`src/rtl/lock_pkg.sv`:
```
// Shared definitions for the digit-lock front-end and the lock FSMs.
// Contents: debounce state encoding, digit bus width, largest decimal digit.
package lock_pkg;

    localparam int DIGIT_W   = 4;
    localparam int MAX_DIGIT = 9;

    typedef enum logic [1:0] {
        IDLE         = 2'd0,
        PRESS_WAIT   = 2'd1,
        HELD         = 2'd2,
        RELEASE_WAIT = 2'd3
    } lock_state_t;

endpackage

```
`src/rtl/sync_nff.sv`:
```
// Generic N-stage flip-flop synchroniser for asynchronous pad inputs.
// Ports: clk, rst_n (async active-low), d (raw W-bit input), q (synchronised output).
module sync_nff #(
    parameter int W = 1,
    parameter int N = 2
) (
    input  logic         clk,
    input  logic         rst_n,
    input  logic [W-1:0] d,
    output logic [W-1:0] q
);

    logic [N-1:0][W-1:0] stg;

    always_ff @(posedge clk or negedge rst_n) begin
        if (!rst_n) begin
            stg <= '0;
        end else begin
            stg <= {stg[N-2:0], d};
        end
    end

    assign q = stg[N-1];

endmodule

```
`src/rtl/lock_keypad_conditioner.sv`:
```
// Keypad front-end: synchronises, debounces enter, emits one pulse per press with a stable digit.
// Ports: clk, rst_n, enter_raw, digit_raw in; enter_pulse, digit_out, digit_invalid, busy out.
module lock_keypad_conditioner
    import lock_pkg::*;
#(
    parameter int DEBOUNCE_CYCLES = 16,
    parameter int SYNC_STAGES     = 2,
    parameter int DIGIT_W         = lock_pkg::DIGIT_W
) (
    input  logic               clk,
    input  logic               rst_n,
    input  logic               enter_raw,
    input  logic [DIGIT_W-1:0] digit_raw,
    output logic               enter_pulse,
    output logic [DIGIT_W-1:0] digit_out,
    output logic               digit_invalid,
    output logic               busy
);

    localparam int CW = $clog2(DEBOUNCE_CYCLES) + 1;
    localparam logic [CW-1:0] LAST = CW'(DEBOUNCE_CYCLES - 1);
    localparam logic [CW-1:0] CMAX = '1;

    logic               enter_s;
    logic [DIGIT_W-1:0] digit_s;

    sync_nff #(.W(1), .N(SYNC_STAGES)) u_sync_enter (
        .clk   (clk),
        .rst_n (rst_n),
        .d     (enter_raw),
        .q     (enter_s)
    );

    sync_nff #(.W(DIGIT_W), .N(SYNC_STAGES)) u_sync_digit (
        .clk   (clk),
        .rst_n (rst_n),
        .d     (digit_raw),
        .q     (digit_s)
    );

    lock_state_t        state_q, state_d;
    logic [CW-1:0]      cnt_q, cnt_d, cnt_inc;
    logic [DIGIT_W-1:0] ref_q, ref_d;
    logic [DIGIT_W-1:0] dout_d;
    logic               pulse_d, inv_d, busy_d;

    // Saturating increment: the counter never wraps back into a valid window.
    assign cnt_inc = (cnt_q == CMAX) ? cnt_q : cnt_q + 1'b1;

    always_ff @(posedge clk or negedge rst_n) begin
        if (!rst_n) begin
            state_q       <= IDLE;
            cnt_q         <= '0;
            ref_q         <= '0;
            enter_pulse   <= 1'b0;
            digit_out     <= '0;
            digit_invalid <= 1'b0;
            busy          <= 1'b0;
        end else begin
            state_q       <= state_d;
            cnt_q         <= cnt_d;
            ref_q         <= ref_d;
            enter_pulse   <= pulse_d;
            digit_out     <= dout_d;
            digit_invalid <= inv_d;
            busy          <= busy_d;
        end
    end

    always_comb begin
        state_d = state_q;
        cnt_d   = cnt_q;
        ref_d   = ref_q;
        pulse_d = 1'b0;
        dout_d  = digit_out;
        inv_d   = digit_invalid;
        unique case (state_q)
            IDLE: begin
                if (enter_s) begin
                    state_d = PRESS_WAIT;
                    cnt_d   = '0;
                    ref_d   = digit_s;
                end
            end
            PRESS_WAIT: begin
                if (!enter_s) begin
                    state_d = IDLE;
                end else if (digit_s != ref_q) begin
                    // Digit moved under the press: restart the window on the new code.
                    cnt_d = '0;
                    ref_d = digit_s;
                end else if (cnt_q == LAST) begin
                    state_d = HELD;
                    pulse_d = 1'b1;
                    dout_d  = ref_q;
                    inv_d   = (int'(ref_q) > MAX_DIGIT);
                end else begin
                    cnt_d = cnt_inc;
                end
            end
            HELD: begin
                if (!enter_s) begin
                    state_d = RELEASE_WAIT;
                    cnt_d   = '0;
                end
            end
            RELEASE_WAIT: begin
                // A re-rise here is release bounce: back to HELD without a pulse.
                if (enter_s) begin
                    state_d = HELD;
                end else if (cnt_q == LAST) begin
                    state_d = IDLE;
                end else begin
                    cnt_d = cnt_inc;
                end
            end
            default: begin
                state_d = IDLE;
            end
        endcase
        busy_d = (state_d != IDLE);
    end

endmodule

```
`config.mk`:
```
export PLATFORM = sky130hd
export DESIGN_NAME = lock_keypad_conditioner
export DESIGN_NICKNAME = d
export VERILOG_FILES = /design/src/rtl/lock_pkg.sv /design/src/rtl/sync_nff.sv /design/src/rtl/lock_keypad_conditioner.sv
export SDC_FILE = /design/constraint.sdc
export NUM_CORES = 1
export LEC_CHECK = 0
export CAP_MARGIN = 25
export CELL_PAD_IN_SITES_DETAIL_PLACEMENT = 1
export CELL_PAD_IN_SITES_GLOBAL_PLACEMENT = 2
export CORE_MARGIN = 2
export CORE_UTILIZATION = 38
export CTS_BUF_LIST = sky130_fd_sc_hd__clkbuf_2
export DETAILED_ROUTE_END_ITERATION = 7
export GPL_ROUTABILITY_DRIVEN = 1
export PLACE_DENSITY = 0.86
export SYNTH_ARGS = -nofsm -noshare
export SYNTH_HDL_FRONTEND = slang
export SYNTH_HIERARCHICAL = 1
export SYNTH_SLANG_ARGS = --single-unit
export TNS_END_PERCENT = 100
```
`constraint.sdc`:
```
create_clock -name clk -period 2.2 [get_ports clk]
set_input_delay 0.44 -clock clk [delete_from_list [all_inputs] [get_ports clk]]
set_output_delay 0.44 -clock clk [all_outputs]
set_load 0.005 [all_outputs]
```
After elaboration in Yosys (flattened, before gate mapping)
Index checks and enable logic that the tools add are counted.
{ "word_totals": {"regBits": 28, "input_bits": 7, "out_inout_bits": 7, "wordCells": 55} }
{ "op_classes": {"n_bitwise": 1, "n_reduce_logical": 6, "n_eq_ne": 11, "mux": 24, "n_lt_le_gt_ge": 1, "add_sub_neg": 1} }
{ "ops": {"columns": ["op", "n"], "rows": [
  ["two-way mux 5 bit", 7],
  ["case mux 5 bit (4 select lines)", 1],
  ["two-way mux 2 bit", 7],
  ["two-way mux 4 bit", 3],
  ["AND reduction 4 bit", 3],
  ["case mux 2 bit (4 select lines)", 1],
  ["case mux 4 bit (2 select lines)", 1],
  ["!= test 2 bit, second input constant", 3],
  ["adder 5 x 1 -> 5 bit, second input constant", 1],
  ["== test 5 x 4 -> 1 bit, second input constant", 1],
  ["== test 5 bit, second input constant", 1],
  ["== test 2 bit, second input constant", 2],
  ["> comparator 4 bit, second input constant", 1],
  ["two-way mux 1 bit", 4],
  ["!= test 2 x 1 -> 1 bit, second input constant", 2],
  ["!= test 4 bit", 1],
  ["nonzero test 2 bit", 2],
  ["== test 2 x 1 -> 1 bit, second input constant", 1],
  ["logical NOT 2 bit", 1],
  ["inverter 1 bit", 1]
]} }

Logic depth before layout (Yosys ltp)
Gate-level depths: netlist (run 1).
{ "logic_depth": {"word_depth": 6, "ltp_mapped": 6} }

Modules after synthesis
The synthesis (run 1) kept the hierarchy.
{ "modules_own_cells": {"columns": ["module", "n_inst", "cells_each", "area_per_inst_um2", "seq_area_each_um2"], "rows": [
  ["lock_keypad_conditioner", 1, 90, 913.4, 450.4],
  ["sync_nff at u_sync_digit", 1, 12, 230.2, 200.2],
  ["sync_nff at u_sync_enter", 1, 2, 50.0, 50.0]
]} }

Worst setup path before layout (run 1)
No wires, ideal clock.
{ "synth_path": {"kind": "register to register", "startpoint": "reg cnt_q[0]", "endpoint": "reg digit_out[0]", "setup_time_ps": 125, "path_slack_ps": 452, "path_stages_with_launch": 7, "period_less_slack_ps": 1748, "path_buffers": 1, "t_required_ps": 2075, "t_arrival_ps": 1623, "cell_sequence": "dfrtp_1 -> ha_1 -> and3_1 -> clkbuf_2 -> and3_1 -> nand3_2 -> mux2_2"} }
{ "synth_between": {"elab_chain_len": 2} }
{ "synth_rtl": {"columns": ["element", "line", "source"], "rows": [
  ["start: declaration", "lock_keypad_conditioner.sv:42", "logic [CW-1:0] cnt_q, cnt_d, cnt_inc;"],
  ["start signal: assignment", "lock_keypad_conditioner.sv:61", "cnt_q <= cnt_d;"],
  ["== test 5 x 4 -> 1 bit", "lock_keypad_conditioner.sv:92", "end else if (cnt_q == LAST) begin"],
  ["AND reduction 4 bit (no source line)", null, null],
  ["end signal: assignment", "lock_keypad_conditioner.sv:64", "digit_out <= dout_d;"],
  ["end: declaration", "lock_keypad_conditioner.sv:15", "output logic [DIGIT_W-1:0] digit_out,"]
]} }
Every way passes these cells.
A chain may end at the register's enable or synchronous reset.

Final worst setup path (run 1)
Ends and elaborated chain as after synthesis.

==> out/metrics.yaml, run 1 <==
grt:
  grt_pass1_vias: 893
  overflow: 0
  grt_pass1_wl_um: 4010
  grt_max_degree: 29
  antenna_found_initial: 0
  grt_usage_pct: 15.1
routing:
  drtIter0Drc: 11
  drt-pass1-iter-count: 4
  antenna_left: 0
  drt-vias-per-instance: 5.08
  drc_errors: 0
  wire_per_inst_um: 14.1
  vias: 808
  finalWirelength_um: 2240
floorplan:
  ioPinCount: 14
  die_y_um: 60.0
  die_w_um: 60.0
  die-area_mm2: 0.00361
  core_area_mm2: 0.00303
  rows: 20
  start_util_pct: 39.4
clocking:
  cts_tree: "done"
  cts_sinks: 28
  clock_latency_ns: 0.36
  cts.clk_slew.worst_paths_ns: 0.27
  cts.path.max_buffers: 2
  cts_made_buffers: 3
  cts_setup_buffers: 0
  hold_buffers: 0
  h-tree-depth: 1
  clockRootBuffer: "clkbuf_2"
  cts_resized: 0
placement:
  dpl.hpwl_um: 1580
  io_buffers: 13
  gp_congestion: 0.778
power:
  cellInternalPower_uw: 719
  power_density_mw_per_mm2: 665
  p_clk_share_pct: 33.3
  p_comb_share_pct: 7.0
  p_switching_uw: 206
  sw_frac_of_total_pct: 22.3
  ir_worst_vdd_mv: 0.386
  seq_power_share_pct: 59.7
  p_leak_uw: 0.000664
run:
  maxCapViolCount: 0
finish:
  final_core_util_pct: 46.0
  n_fill_cell: 333
  final_cell_mix: "dfrtp_1 (28), nand2_1 (13), clkdlybuf4s50_1 (13), o21ai_0 (6)"
  drive_gt1_share_pct: 12.2
  area_growth_pct: 16.7
  num-nets-final: 124
  final_common_cell: "dfrtp_1"
  num_antenna_cells: 0
sta:
  hold_viol: 0
  final_max_slew_viol_count: 0
  fin_tns_setup_ns: 0
  final.setup_skew_ns: 0.0108
  setup_violations: 0
  rsz0062_at_grt: "no"
  fin_crit_ns: 1.91
  fin_crit_sh_pct: 86.9
  worstMarginPinSlew_ns: 0.431
  max_freq_ghz: 0.523
  worst_slew_margin_rel_pct: 71.1
logic_synthesis:
  netlist_instances: 104
  synth-seq-cells: 28
  synth_edf_count: 0
  ys_seq_area_share_pct: 58.7
  syn_avg_cell_area_um2: 11.5
  synth-main-ff-cell: "dfrtp_1"
  synthDistinctLibCells: 34
  async_flop_share_pct: 100
  synthesis.nets: 112
  synth_area_mm2: 0.00119
  synth_warnings: 6
setup_path:
  reg2reg_slack_ns: 0.29
  startpoint: "cnt_q[0]$_DFFE_PN0P_"
  path_class: "register to register"
  end_kind: "register"
  timing.rr.end: "digit_out[0]$_DFFE_PN0P_"
  required_ns: 2.48
  cp_max_fo: 8
  arrival_ns: 2.19
  crit_end: "digit_out[0]$_DFFE_PN0P_"
  r2r_cells: 5
  start_kind: "register"
  r2r_start: "cnt_q[0]$_DFFE_PN0P_"
hold_path:
  hp-start: "u_sync_digit/stg[2]$_DFF_PN0_"
  hp-class: "register to register"
run_status:
  status: "completed"
[flip-flops by register name, summed over array words and instances, names as in the netlist, 2 cells and up]
register,count
u_sync_digit/q,4
state_q,2
ref_q,4
digit_out,4
u_sync_digit/stg,4
cnt_q,5
[critical path, cell delays in order, from the launching register on]
cell,delay (ns)
dfrtp_1,0.53
ha_1,0.24
and3_1,0.30
and3_1,0.26
nand3_2,0.17
mux2_2,0.33
[per-layer routing]
metal	routed length, µm	GRT usage (%)	vias up
met1	1030	19.5	416
li1	-	-	375
met4	31	7.62	0
met3	69	3.03	2
met2	1100	24.1	15
met5	0	0	-
[through the flow]
| stage | cell area [µm²] | worst slack [ns] | hold slack [ns] | total power, µW | std cells |
|---|---|---|---|---|---|
| final | 1390 | 0.287 | 0.384 | 925 | 159 |
| after floorplan | 1190 | 0.452 | 0.144 | 596 | 104 |
| after global routing | 1390 | 0.169 | 0.398 | 966 | 159 |
| after CTS | 1390 | 0.305 | 0.390 | 938 | 159 |
| after detailed placement | 1350 | 0.345 | 0.336 | 628 | 155 |
| after global placement | 1350 | 0.438 | 0.331 | 623 | 155 |
[power by group through the flow]
stage                     combinational [µW]  sequential [µW]  clock [µW]
after floorplan                         42.1              554           0
after global placement                  63.8              559           0
after detailed placement                66.7              562           0
after CTS                               66.9              553         318
after global routing                    72.9              557         336
final                                   64.6              553         308
[layout make-up]
type / instances / area, µm² / share of cell area (%)
Timing Repair Buffer: 15 / 145 / 10.4
Clock inverter: 1 / 30.0 / 2.16
Inverter: 3 / 11.3 / 0.809
Multi-Input combinational cell: 65 / 435 / 31.3
Clock buffer: 3 / 15.0 / 1.08
Sequential cell: 28 / 701 / 50.3
Tap cell: 44 / 55.1 / 3.95
[cells by family (layout without fill, tap and decap cells)]
kind of cell | after synthesis | in the layout | share of synthesized area, %
flip-flops | 28 | 28 | 58.7
multiplexers | 6 | 6 | 5.45
AO/OA/AOI/OAI | 16 | 16 | 8.60
AND/OR/NAND/NOR | 38 | 38 | 18.4
adder cells (fa/ha/maj) | 1 | 1 | 1.05
XOR/XNOR | 4 | 4 | 2.93
buffers and inverters | 11 | 22 | 4.82
[cells in the mapped netlist, drive strengths merged, types with 3 or more instances]
cell type	n	area share [%]
nor2	4	1.3
inv	3	0.94
dfrtp	28	59
xor2	4	2.9
clkbuf	4	1.4
nand2	13	4.1
nand3	4	2.1
buf	4	2.5
o21ai	6	2.5
mux2	4	3.8
and3	4	2.2
[how the worst min path moves through the flow]
| stage | cells after the start | slack [ns] | end |
|---|---|---|---|
| after floorplan | 0 | 0.14 | busy$_DFF_PN0_ |
| after global placement | 0 | 0.33 | u_sync_digit/q[2]$_DFF_PN0_ |
| after detailed placement | 0 | 0.34 | u_sync_digit/q[2]$_DFF_PN0_ |
| after CTS | 0 | 0.39 | u_sync_digit/q[2]$_DFF_PN0_ |
| after global routing | 2 | 0.40 | u_sync_digit/stg[0]$_DFF_PN0_ |
| final | 0 | 0.38 | u_sync_digit/q[2]$_DFF_PN0_ |
(Power assumes the default switching activity.)
==> run 2: changes to the inputs <==
--- a/config.mk
+++ b/config.mk
@@ -8,9 +8,11 @@
 export CAP_MARGIN = 25
 export CELL_PAD_IN_SITES_DETAIL_PLACEMENT = 1
 export CELL_PAD_IN_SITES_GLOBAL_PLACEMENT = 2
+export CORE_ASPECT_RATIO = 1.5
 export CORE_MARGIN = 2
 export CORE_UTILIZATION = 38
 export CTS_BUF_LIST = sky130_fd_sc_hd__clkbuf_2
+export CTS_CLUSTER_DIAMETER = 120
 export DETAILED_ROUTE_END_ITERATION = 7
 export GPL_ROUTABILITY_DRIVEN = 1
 export PLACE_DENSITY = 0.86
==> out/metrics.yaml, run 2 (same netlist as run 1, synthesis figures left out) <==
floorplan:
  core_area_mm2: 0.00294  # was 0.00303 mm²
  start_util_pct: 40.6  # was 39.4%
  rows: 24  # was 20
  die_w_um: 49.8  # was 60.0 µm
  die-area_mm2: 0.00361  # about the same
  ioPinCount: 14  # unchanged
  die_y_um: 72.6  # was 60.0 µm
routing:
  antenna_left: 0  # unchanged
  wire_per_inst_um: 14.2  # was 14.1 µm
  drt-pass1-iter-count: 4  # unchanged
  vias: 784  # was 808
  drc_errors: 0  # unchanged
  drt-vias-per-instance: 5.06  # was 5.08
  finalWirelength_um: 2200  # was 2240 µm
  drtIter0Drc: 3  # was 11
sta:
  worst_slew_margin_rel_pct: 77.0  # was 71.1%
  rsz0062_at_grt: "no"  # unchanged
  worstMarginPinSlew_ns: 0.345  # was 0.431 ns
  final_max_slew_viol_count: 0  # unchanged
  whs_ns: 0.386  # was 0.384 ns
  fin_crit_ns: 1.88  # was 1.91 ns
  final.setup_skew_ns: 0.00131  # was 0.0108 ns
  max_freq_ghz: 0.531  # was 0.523 GHz
  setup_violations: 0  # unchanged
  fin_crit_sh_pct: 85.7  # was 86.9%
  finalWorstSetupSlack_ns: 0.315  # was 0.287 ns
  hold_viol: 0  # unchanged
  fin_tns_setup_ns: 0  # unchanged
finish:
  num_antenna_cells: 0  # unchanged
  final_core_util_pct: 47.4  # was 46.0%
  final_cell_mix: "dfrtp_1 (28), nand2_1 (13), clkdlybuf4s50_1 (13), o21ai_0 (6)"  # unchanged
  drive_gt1_share_pct: 12.9  # was 12.2%
  area_growth_pct: 16.8  # was 16.7%
  final_common_cell: "dfrtp_1"  # unchanged
  num-nets-final: 125  # was 124
  top_register: "cnt_q"  # unchanged
  largest_reg_flops: 5  # unchanged
  final_cell_area_mm2: 0.00139  # about the same
setup_path:
  required_ns: 2.50  # was 2.48 ns
  cpMostUsedCell: "and3_1"  # unchanged
  reg2reg_slack_ns: 0.32  # was 0.29 ns
  start_kind: "register"  # unchanged
  crit_path_top_delay_cell: "dfrtp_1"  # unchanged
  cp_max_fo: 8  # unchanged
  slowest_delay_ns: 0.53  # about the same
  arrival_ns: 2.18  # was 2.19 ns
  end_kind: "register"  # unchanged
  timing.rr.end: "digit_out[3]$_DFFE_PN0P_"  # was digit_out[0]$_DFFE_PN0P_
  startpoint: "cnt_q[0]$_DFFE_PN0P_"  # unchanged
  r2r_cells: 5  # unchanged
  crit_chain: "ha_1 -> and3_1 -> and3_1 -> nand3_2 -> mux2_2"  # unchanged
  path_class: "register to register"  # unchanged
  r2r_start: "cnt_q[0]$_DFFE_PN0P_"  # unchanged
clocking:
  hold_buffers: 0  # unchanged
  clock_latency_ns: 0.37  # was 0.36 ns
  cts.clk_slew.worst_paths_ns: 0.26  # was 0.27 ns
  cts_setup_buffers: 0  # unchanged
  clockRootBuffer: "clkbuf_2"  # unchanged
  cts_tree: "done"  # unchanged
  cts_made_buffers: 3  # unchanged
  cts_resized: 0  # unchanged
  cts.path.max_buffers: 2  # unchanged
  h-tree-depth: 1  # unchanged
  cts_sinks: 28  # unchanged
grt:
  grt_pass1_vias: 844  # was 893
  antenna_found_initial: 0  # unchanged
  grt_max_degree: 29  # unchanged
  grt_usage_pct: 14.3  # was 15.1%
  grt_pass1_wl_um: 3910  # was 4010 µm
  overflow: 0  # unchanged
placement:
  dp_slack_ns: 0.331  # was 0.345 ns
  dpl.hpwl_um: 1610  # was 1580 µm
  io_buffers: 13  # unchanged
  gp_congestion: 0.705  # was 0.778
  post_dp_cell_area_mm2: 0.00135  # about the same
hold_path:
  whs_path_depth: 0  # unchanged
  hp-start: "u_sync_digit/stg[0]$_DFF_PN0_"  # was u_sync_digit/stg[2]$_DFF_PN0_
  hp-class: "register to register"  # unchanged
  worstHoldEndpoint: "u_sync_digit/q[0]$_DFF_PN0_"  # was u_sync_digit/q[2]$_DFF_PN0_
power:
  p_leak_uw: 0.000670  # was 0.000664 µW
  ir_worst_vdd_mv: 0.469  # was 0.386 mV
  power_density_mw_per_mm2: 666  # was 665 mW/mm²
run_status:
  status: "completed"  # unchanged
run:
  maxCapViolCount: 0  # unchanged
[run 2: changes by cell type in the layout (fill, tap and decap cells not counted)]
cell,change
buf_4,+1
[run 2: how the worst max path moves through the flow]
stage,depth (start not counted),slack (ns),end
final,5,0.32,digit_out[3]$_DFFE_PN0P_
after global routing,5,0.20,digit_out[0]$_DFFE_PN0P_
after CTS,5,0.32,digit_out[3]$_DFFE_PN0P_
after detailed placement,5,0.33,digit_out[3]$_DFFE_PN0P_
after global placement,5,0.43,digit_out[0]$_DFFE_PN0P_
after floorplan,6,0.45,digit_out[0]$_DFFE_PN0P_
[run 2: worst max-delay path, delay by kind of cell (launching register included)]
family	cells	cell delay [ns]
flops	1	0.53
fa+ha+maj	1	0.24
mux	1	0.32
simple gates	3	0.72
[run 2: layer usage]
| layer | vias up | wire [µm] | track usage [%] |
|---|---|---|---|
| met2 | 13 | 1120 | 24.3 |
| met1 | 391 | 963 | 17.7 |
| met3 | 5 | 61 | 2.05 |
| li1 | 375 | - | - |
| met5 | - | 0 | 0 |
| met4 | 0 | 55 | 7.41 |
[run 2: metrics by stage]
| step | power [µW] | std cells |
|---|---|---|
| 6_report | 928 | 155 |
| 2_1_floorplan | 596 | 104 |
| 4_1_cts | 937 | 155 |
| 3_5_place_dp | 629 | 151 |
| 3_3_place_gp | 625 | 151 |
| 5_1_grt | 974 | 155 |
[run 2: layout make-up]
cell class / count / area (µm²)
clock inverters: 1 / 30.0
flip-flops and latches: 28 / 701
fillers: 366 / 1550
repair buffers: 16 / 153
multi-input cells: 65 / 435
clock buffers: 3 / 15.0
inverters: 3 / 11.3
well taps: 39 / 48.8
[run 2: power breakdown]
group	switching [µW]	internal (µW)
clock	154	156
combinational	35.1	29.8
sequential	18.0	535
